`src/rtl/aclk_multi_alarm.sv`:
```
// BCD time-of-day clock with N loadable alarms, snooze and a self-timing ring FSM.
// The seconds tick comes from an internal prescaler, so clk can run at any rate.
module aclk_multi_alarm #(
    parameter int CLK_PER_SEC = 10,
    parameter int N_ALARMS    = 4,
    parameter int SNOOZE_MIN  = 5,
    parameter int RING_SECS   = 60,
    localparam int AW = (N_ALARMS > 1) ? $clog2(N_ALARMS) : 1
) (
    input  logic                clk,
    input  logic                reset_n,
    input  logic [1:0]          H_in1,
    input  logic [3:0]          H_in0,
    input  logic [3:0]          M_in1,
    input  logic [3:0]          M_in0,
    input  logic                LD_time,
    input  logic                LD_alarm,
    input  logic [AW-1:0]       alarm_sel,
    input  logic [N_ALARMS-1:0] alarm_en,
    input  logic                STOP_al,
    input  logic                snooze,
    output logic [1:0]          H_out1,
    output logic [3:0]          H_out0,
    output logic [3:0]          M_out1,
    output logic [3:0]          M_out0,
    output logic [3:0]          S_out1,
    output logic [3:0]          S_out0,
    output logic                alarm,
    output logic [AW-1:0]       alarm_id,
    output logic                load_err
);
    localparam int PW  = (CLK_PER_SEC > 1) ? $clog2(CLK_PER_SEC) : 1;
    localparam int SNZ = SNOOZE_MIN * 60;
    localparam int RW  = $clog2(RING_SECS + 1);
    localparam int SW  = $clog2(SNZ + 1);

    typedef enum logic [1:0] {IDLE, RINGING, SNOOZED} state_t;

    state_t          state, state_n;
    logic [RW-1:0]   ring_cnt, ring_n;
    logic [SW-1:0]   snz_cnt, snz_n;
    logic [AW-1:0]   id_n;
    logic [PW-1:0]   presc;
    logic            tick, val_ok, sel_ok, ld_time_ok, ld_alarm_ok;
    logic [1:0]      n_h1;
    logic [3:0]      n_h0, n_m1, n_m0, n_s1, n_s0;
    logic [13:0]     alarm_t [N_ALARMS];
    logic [N_ALARMS-1:0] hit;
    logic [AW-1:0]   hit_id;

    assign tick   = (presc == PW'(CLK_PER_SEC - 1));
    assign val_ok = (H_in1 <= 2'd2) && (M_in1 <= 4'd5) && (M_in0 <= 4'd9) &&
                    ((H_in1 == 2'd2) ? (H_in0 <= 4'd3) : (H_in0 <= 4'd9));
    assign sel_ok = (32'(alarm_sel) < N_ALARMS);
    assign ld_time_ok  = LD_time && val_ok;
    assign ld_alarm_ok = LD_alarm && !LD_time && val_ok && sel_ok;
    assign alarm = (state == RINGING);

    // Time one second ahead; alarms are matched against this so the ring starts with the display.
    always_comb begin
        n_h1 = H_out1; n_h0 = H_out0; n_m1 = M_out1;
        n_m0 = M_out0; n_s1 = S_out1; n_s0 = S_out0;
        if (S_out0 != 4'd9) n_s0 = S_out0 + 4'd1;
        else begin
            n_s0 = 4'd0;
            if (S_out1 != 4'd5) n_s1 = S_out1 + 4'd1;
            else begin
                n_s1 = 4'd0;
                if (M_out0 != 4'd9) n_m0 = M_out0 + 4'd1;
                else begin
                    n_m0 = 4'd0;
                    if (M_out1 != 4'd5) n_m1 = M_out1 + 4'd1;
                    else begin
                        n_m1 = 4'd0;
                        if (H_out1 == 2'd2 && H_out0 == 4'd3) begin
                            n_h1 = 2'd0; n_h0 = 4'd0;
                        end else if (H_out0 == 4'd9) begin
                            n_h1 = H_out1 + 2'd1; n_h0 = 4'd0;
                        end else n_h0 = H_out0 + 4'd1;
                    end
                end
            end
        end
    end

    for (genvar i = 0; i < N_ALARMS; i++) begin : g_match
        assign hit[i] = alarm_en[i] && (alarm_t[i] == {n_h1, n_h0, n_m1, n_m0});
    end

    always_comb begin
        hit_id = '0;
        for (int i = N_ALARMS - 1; i >= 0; i--)
            if (hit[i]) hit_id = AW'(i);
    end

    always_ff @(posedge clk or negedge reset_n) begin
        if (!reset_n) begin
            presc <= '0;
            H_out1 <= '0; H_out0 <= '0; M_out1 <= '0;
            M_out0 <= '0; S_out1 <= '0; S_out0 <= '0;
        end else if (ld_time_ok) begin
            presc <= '0;
            H_out1 <= H_in1; H_out0 <= H_in0; M_out1 <= M_in1;
            M_out0 <= M_in0; S_out1 <= '0;    S_out0 <= '0;
        end else begin
            presc <= tick ? '0 : presc + PW'(1);
            if (tick) begin
                H_out1 <= n_h1; H_out0 <= n_h0; M_out1 <= n_m1;
                M_out0 <= n_m0; S_out1 <= n_s1; S_out0 <= n_s0;
            end
        end
    end

    always_ff @(posedge clk or negedge reset_n) begin
        if (!reset_n) begin
            for (int i = 0; i < N_ALARMS; i++) alarm_t[i] <= '0;
            load_err <= 1'b0;
        end else begin
            for (int i = 0; i < N_ALARMS; i++)
                if (ld_alarm_ok && alarm_sel == AW'(i))
                    alarm_t[i] <= {H_in1, H_in0, M_in1, M_in0};
            load_err <= LD_time ? !val_ok : (LD_alarm && !(val_ok && sel_ok));
        end
    end

    always_ff @(posedge clk or negedge reset_n) begin
        if (!reset_n) begin
            state <= IDLE; ring_cnt <= '0; snz_cnt <= '0; alarm_id <= '0;
        end else begin
            state <= state_n; ring_cnt <= ring_n; snz_cnt <= snz_n; alarm_id <= id_n;
        end
    end

    always_comb begin
        state_n = state; ring_n = ring_cnt; snz_n = snz_cnt; id_n = alarm_id;
        if (ld_time_ok) state_n = IDLE;
        else begin
            case (state)
                IDLE:
                    if (tick && n_s1 == 4'd0 && n_s0 == 4'd0 && |hit) begin
                        state_n = RINGING; id_n = hit_id; ring_n = '0;
                    end
                RINGING:
                    if (STOP_al) state_n = IDLE;
                    else if (snooze) begin
                        state_n = SNOOZED; snz_n = SW'(SNZ);
                    end else if (tick) begin
                        if (ring_cnt == RW'(RING_SECS - 1)) state_n = IDLE;
                        else ring_n = ring_cnt + RW'(1);
                    end
                SNOOZED:
                    if (STOP_al) state_n = IDLE;
                    else if (tick) begin
                        if (snz_cnt == SW'(1)) begin
                            state_n = RINGING; ring_n = '0;
                        end else snz_n = snz_cnt - SW'(1);
                    end
                default: state_n = IDLE;
            endcase
        end
    end
endmodule
```
`config.mk`:
```
export PLATFORM = sky130hd
export DESIGN_NAME = aclk_multi_alarm
export DESIGN_NICKNAME = d
export VERILOG_FILES = /design/src/rtl/aclk_multi_alarm.sv
export SDC_FILE = /design/constraint.sdc
export NUM_CORES = 1
export LEC_CHECK = 0
export CAP_MARGIN = 10
export CORE_MARGIN = 2
export CORE_UTILIZATION = 34
export CTS_BUF_LIST = sky130_fd_sc_hd__clkbuf_16
export DETAILED_ROUTE_END_ITERATION = 10
export PLACE_DENSITY = 0.49
export REMOVE_ABC_BUFFERS = 1
export SLEW_MARGIN = 0
export SYNTH_ARGS = -nofsm -noshare
export SYNTH_HDL_FRONTEND = slang
export SYNTH_SLANG_ARGS = --single-unit
```
`constraint.sdc`:
```
create_clock -name clk -period 4 [get_ports clk]
set_clock_uncertainty 0.2 [all_clocks]
set_input_delay 0.4 -clock clk [delete_from_list [all_inputs] [get_ports clk]]
set_output_delay 0.4 -clock clk [all_outputs]
set_load 0.01 [all_outputs]
```
==> flow_metrics.py <==
metrics = {
    "run_status": {
        "status": "complete, no violations",
    },
    "setup_path": {
        "cp-end-kind": "flop",
        "start_kind": "flop",
        "worstPathArrival_ps": 3800,
        "critPathSlowestCell": "a2111oi_1",
        "crit_type": "flop to flop",
        "crit_fanout": 6,
        "cpPeakStageDelay_ps": 590,
        "path_cells": "or3b_1 -> nor4_4 -> mux2i_1 -> buf_4 -> xnor2_1 -> a2111oi_1 -> nand3_1 -> o22ai_2 -> o311ai_4 -> a31o_1",
        "required_ps": 4050,
    },
    "drt": {
        "drc": 0,
        "wl_met3_um": 549,
        "drt_iter0_markers": 223,
        "viasPerCell": 5.22,
        "highest_layer": "met4",
        "wl_per_cell_um": 18.6,
        "m1WireLength_mm": 7.79,
        "drt_pass1_iterations": 4,
        "num_vias": 4594,
        "ant_nets": 0,
        "met2_length_mm": 7.82,
        "routed_wl_mm": 16.4,
    },
    "timing": {
        "setup_slack_ps": 251,
        "relSlewSlack": 0.437,
        "maxSlewViolCount": 0,
        "rsz0062_at_grt": "no",
        "max_freq_ghz": 0.267,
        "min_period_ps": 3750,
        "worst_pin_slew_ps": 844,
        "finalHoldViolCount": 0,
        "setup_tns_ps": 0,
        "fin_crit_sh": 0.937,
        "finalSetupViolCount": 0,
    },
    "finish": {
        "fin_cells": 880,
        "nNetsFinal": 689,
        "drive_above_1_share": 0.183,
        "n_antenna_cell": 0,
        "synthToLayoutAreaGrowth_pct": 20.1,
        "fillCellCount": 1671,
    },
    "die": {
        "die_x_um": 137,
        "core_um2": 17400,
        "dieArea_um2": 18800,
        "num_rows": 48,
        "start_util": 0.348,
        "io_pins": 52,
        "chipHeight_um": 137,
    },
    "clock_network": {
        "cts-buffers-inserted": 9,
        "root_buffer": "clkbuf_16",
        "clk_path_buf_depth": 2,
        "cts_tree": "built",
        "clock_sinks": 102,
        "clk_pin_slew_ps": 70,
        "clock_latency_ps": 360,
        "htreeDepth": 3,
    },
    "placed_design": {
        "gp_congestion": 0.921,
        "numPlacedInstances": 859,
        "port_buffers": 51,
        "hpwlAfterDp_mm": 12.3,
        "dpl_worst_slack_ps": 94.0,
    },
    "global_route": {
        "first_global_vias": 4684,
        "grt_antenna_before_repair": 0,
        "grt.total_usage": 0.186,
        "grt_max_degree": 63,
        "grt_first_pass_wirelength_mm": 26.2,
        "gr-total-overflow": 0,
    },
    "logic_synthesis": {
        "synthArstFlopShare": 1.00,
        "yosysSeqAreaShare": 0.423,
        "yosysWarnings": 0,
        "netlist_area_um2": 6040,
        "synth_area_per_cell_um2": 10.3,
        "ys_types": 71,
        "synth_flop_cell": "dfrtp_1",
        "syn_inst": 585,
        "synth_edf_count": 0,
        "ys_ff_latch": 102,
    },
    "power_and_ir_drop": {
        "leakagePower_nw": 3.15,
        "p_per_area_nw_per_um2": 538,
        "p_total_w": 0.00390,
        "irDropWorstVdd_uv": 294,
    },
    "job": {
        "cap_violations": 0,
    },
    "worst_hold_path": {
        "hold_path.class": "flop to flop",
    },
}
[report_power, final]
group | internal, W | total, W | leakage [nW] | switching, W
registers | 0.00122 | 0.00146 | 1.33 | 0.000246
logic | 0.000706 | 0.00147 | 1.65 | 0.000767
clock network | 0.000553 | 0.000963 | 0.158 | 0.000410
[through the flow]
stage	util	cell area (um2)	hold slack (ps)
after global routing	0.418	7250	329
after CTS	0.415	7210	302
after floorplan	-	5920	-95.6
after detailed placement	0.396	6880	290
final	0.418	7250	305
after global placement	0.396	6880	276
[critical path: cells and delay by family, from the launching register on]
family / cells / cell delay [ps]
muxes: 1 / 260
AOI/OAI and AO/OA: 4 / 1290
buffers and inverters: 1 / 170
DFF: 1 / 380
xor gates and xnor gates: 1 / 70
and+or+nand+nor: 3 / 1280
[cell usage after synthesis (3+ instances only)]
library cell / instances / share of area
xnor2_1: 29 / 0.042
ha_1: 12 / 0.025
nor3b_1: 3 / 0.0037
a2111oi_0: 3 / 0.0044
nand4_1: 12 / 0.012
a21o_1: 3 / 0.0037
or3_1: 10 / 0.010
mux2_2: 53 / 0.099
nor4_4: 3 / 0.011
and3b_1: 4 / 0.0058
nand2_1: 40 / 0.025
clkbuf_1: 14 / 0.0087
buf_2: 5 / 0.0041
nand3_1: 16 / 0.013
and2_1: 7 / 0.0073
nand4b_1: 3 / 0.0044
nand3b_1: 3 / 0.0037
inv_1: 13 / 0.0081
nor3_1: 21 / 0.017
mux2i_1: 14 / 0.023
xor2_1: 35 / 0.051
nor4_1: 5 / 0.0052
o21a_1: 4 / 0.0050
nand2b_1: 4 / 0.0041
a21oi_1: 23 / 0.019
and3_1: 3 / 0.0031
dfrtp_1: 102 / 0.42
buf_1: 3 / 0.0019
nor2b_1: 6 / 0.0062
o21ai_0: 38 / 0.032
a211oi_1: 4 / 0.0050
a31o_1: 5 / 0.0073
nor2_1: 43 / 0.027
[cell families after synthesis]
| family | after synthesis | share of synthesized area |
|---|---|---|
| and+or+nand+nor | 200 | 0.191 |
| DFF | 102 | 0.423 |
| AOI/OAI and AO/OA | 101 | 0.116 |
| muxes | 68 | 0.124 |
| xor gates and xnor gates | 64 | 0.0928 |
| buffers and inverters | 38 | 0.0278 |
| adders and majority gates | 12 | 0.0249 |
[path summary, 6_finish.rpt]
kind,cells after the start,slack (ps),end,startpoint
setup / recovery,10,250,ring_cnt[4],S_out1[1]
hold / removal,1,310,presc[0],presc[0]
setup reg to reg,10,250,ring_cnt[4],S_out1[1]
hold reg to reg,1,310,presc[0],presc[0]
max in group asynchronous,3,2290,alarm_t[22],reset_n
min in group asynchronous,2,490,S_out0[3],reset_n
[registers in the layout (all words and copies together), names as in the netlist]
register,flops
M_out0,4
S_out1,4
presc,4
state,2
H_out0,4
ring_cnt,6
M_out1,4
alarm_id,2
load_err,1
H_out1,2
snz_cnt,9
alarm_t,56
S_out0,4
[final cells by class]
type	count	area (um2)	share of cell area
Timing Repair Buffer	80	728	0.100
Multi-Input combinational cell	445	3320	0.458
Tap cell	225	282	0.0388
Sequential cell	102	2550	0.352
Inverter	13	48.8	0.00673
Clock inverter	6	93.8	0.0129
Clock buffer	9	225	0.0311
[metal layers]
| metal | up-vias | track usage |
|---|---|---|
| li1 | 2236 | - |
| met1 | 2268 | 0.247 |
| met2 | 76 | 0.307 |
| met3 | 14 | 0.0401 |
| met4 | 0 | 0.0538 |
| met5 | - | 0 |
[placed cells by master, fill, tap and decap left out, drive strengths merged, types with 5 or more instances in the layout]
cell type / synthesis / routed
a21oi: 24 / 24
a31o: 5 / 5
and2: 7 / 7
buf: 11 / 29
clkbuf: 14 / 9
clkdlybuf4s50: 0 / 50
dfrtp: 102 / 102
ha: 12 / 12
inv: 13 / 16
mux2: 53 / 53
mux2i: 15 / 15
nand2: 41 / 41
nand3: 16 / 16
nand4: 13 / 13
nor2: 44 / 44
nor2b: 6 / 6
nor3: 22 / 22
nor4: 8 / 8
o21ai: 39 / 39
or3: 10 / 10
xnor2: 29 / 29
xor2: 35 / 35
[repair_timing]
item / in CTS / in global routing
gates resized for setup: 0 / 1
setup buffers: 0 / 5
endpoints found under the setup margin: 0 / 5
hold buffers: 1 / 0
hold endpoints to repair: 60 / 0
Note: power is estimated with default switching activity, not from simulation.
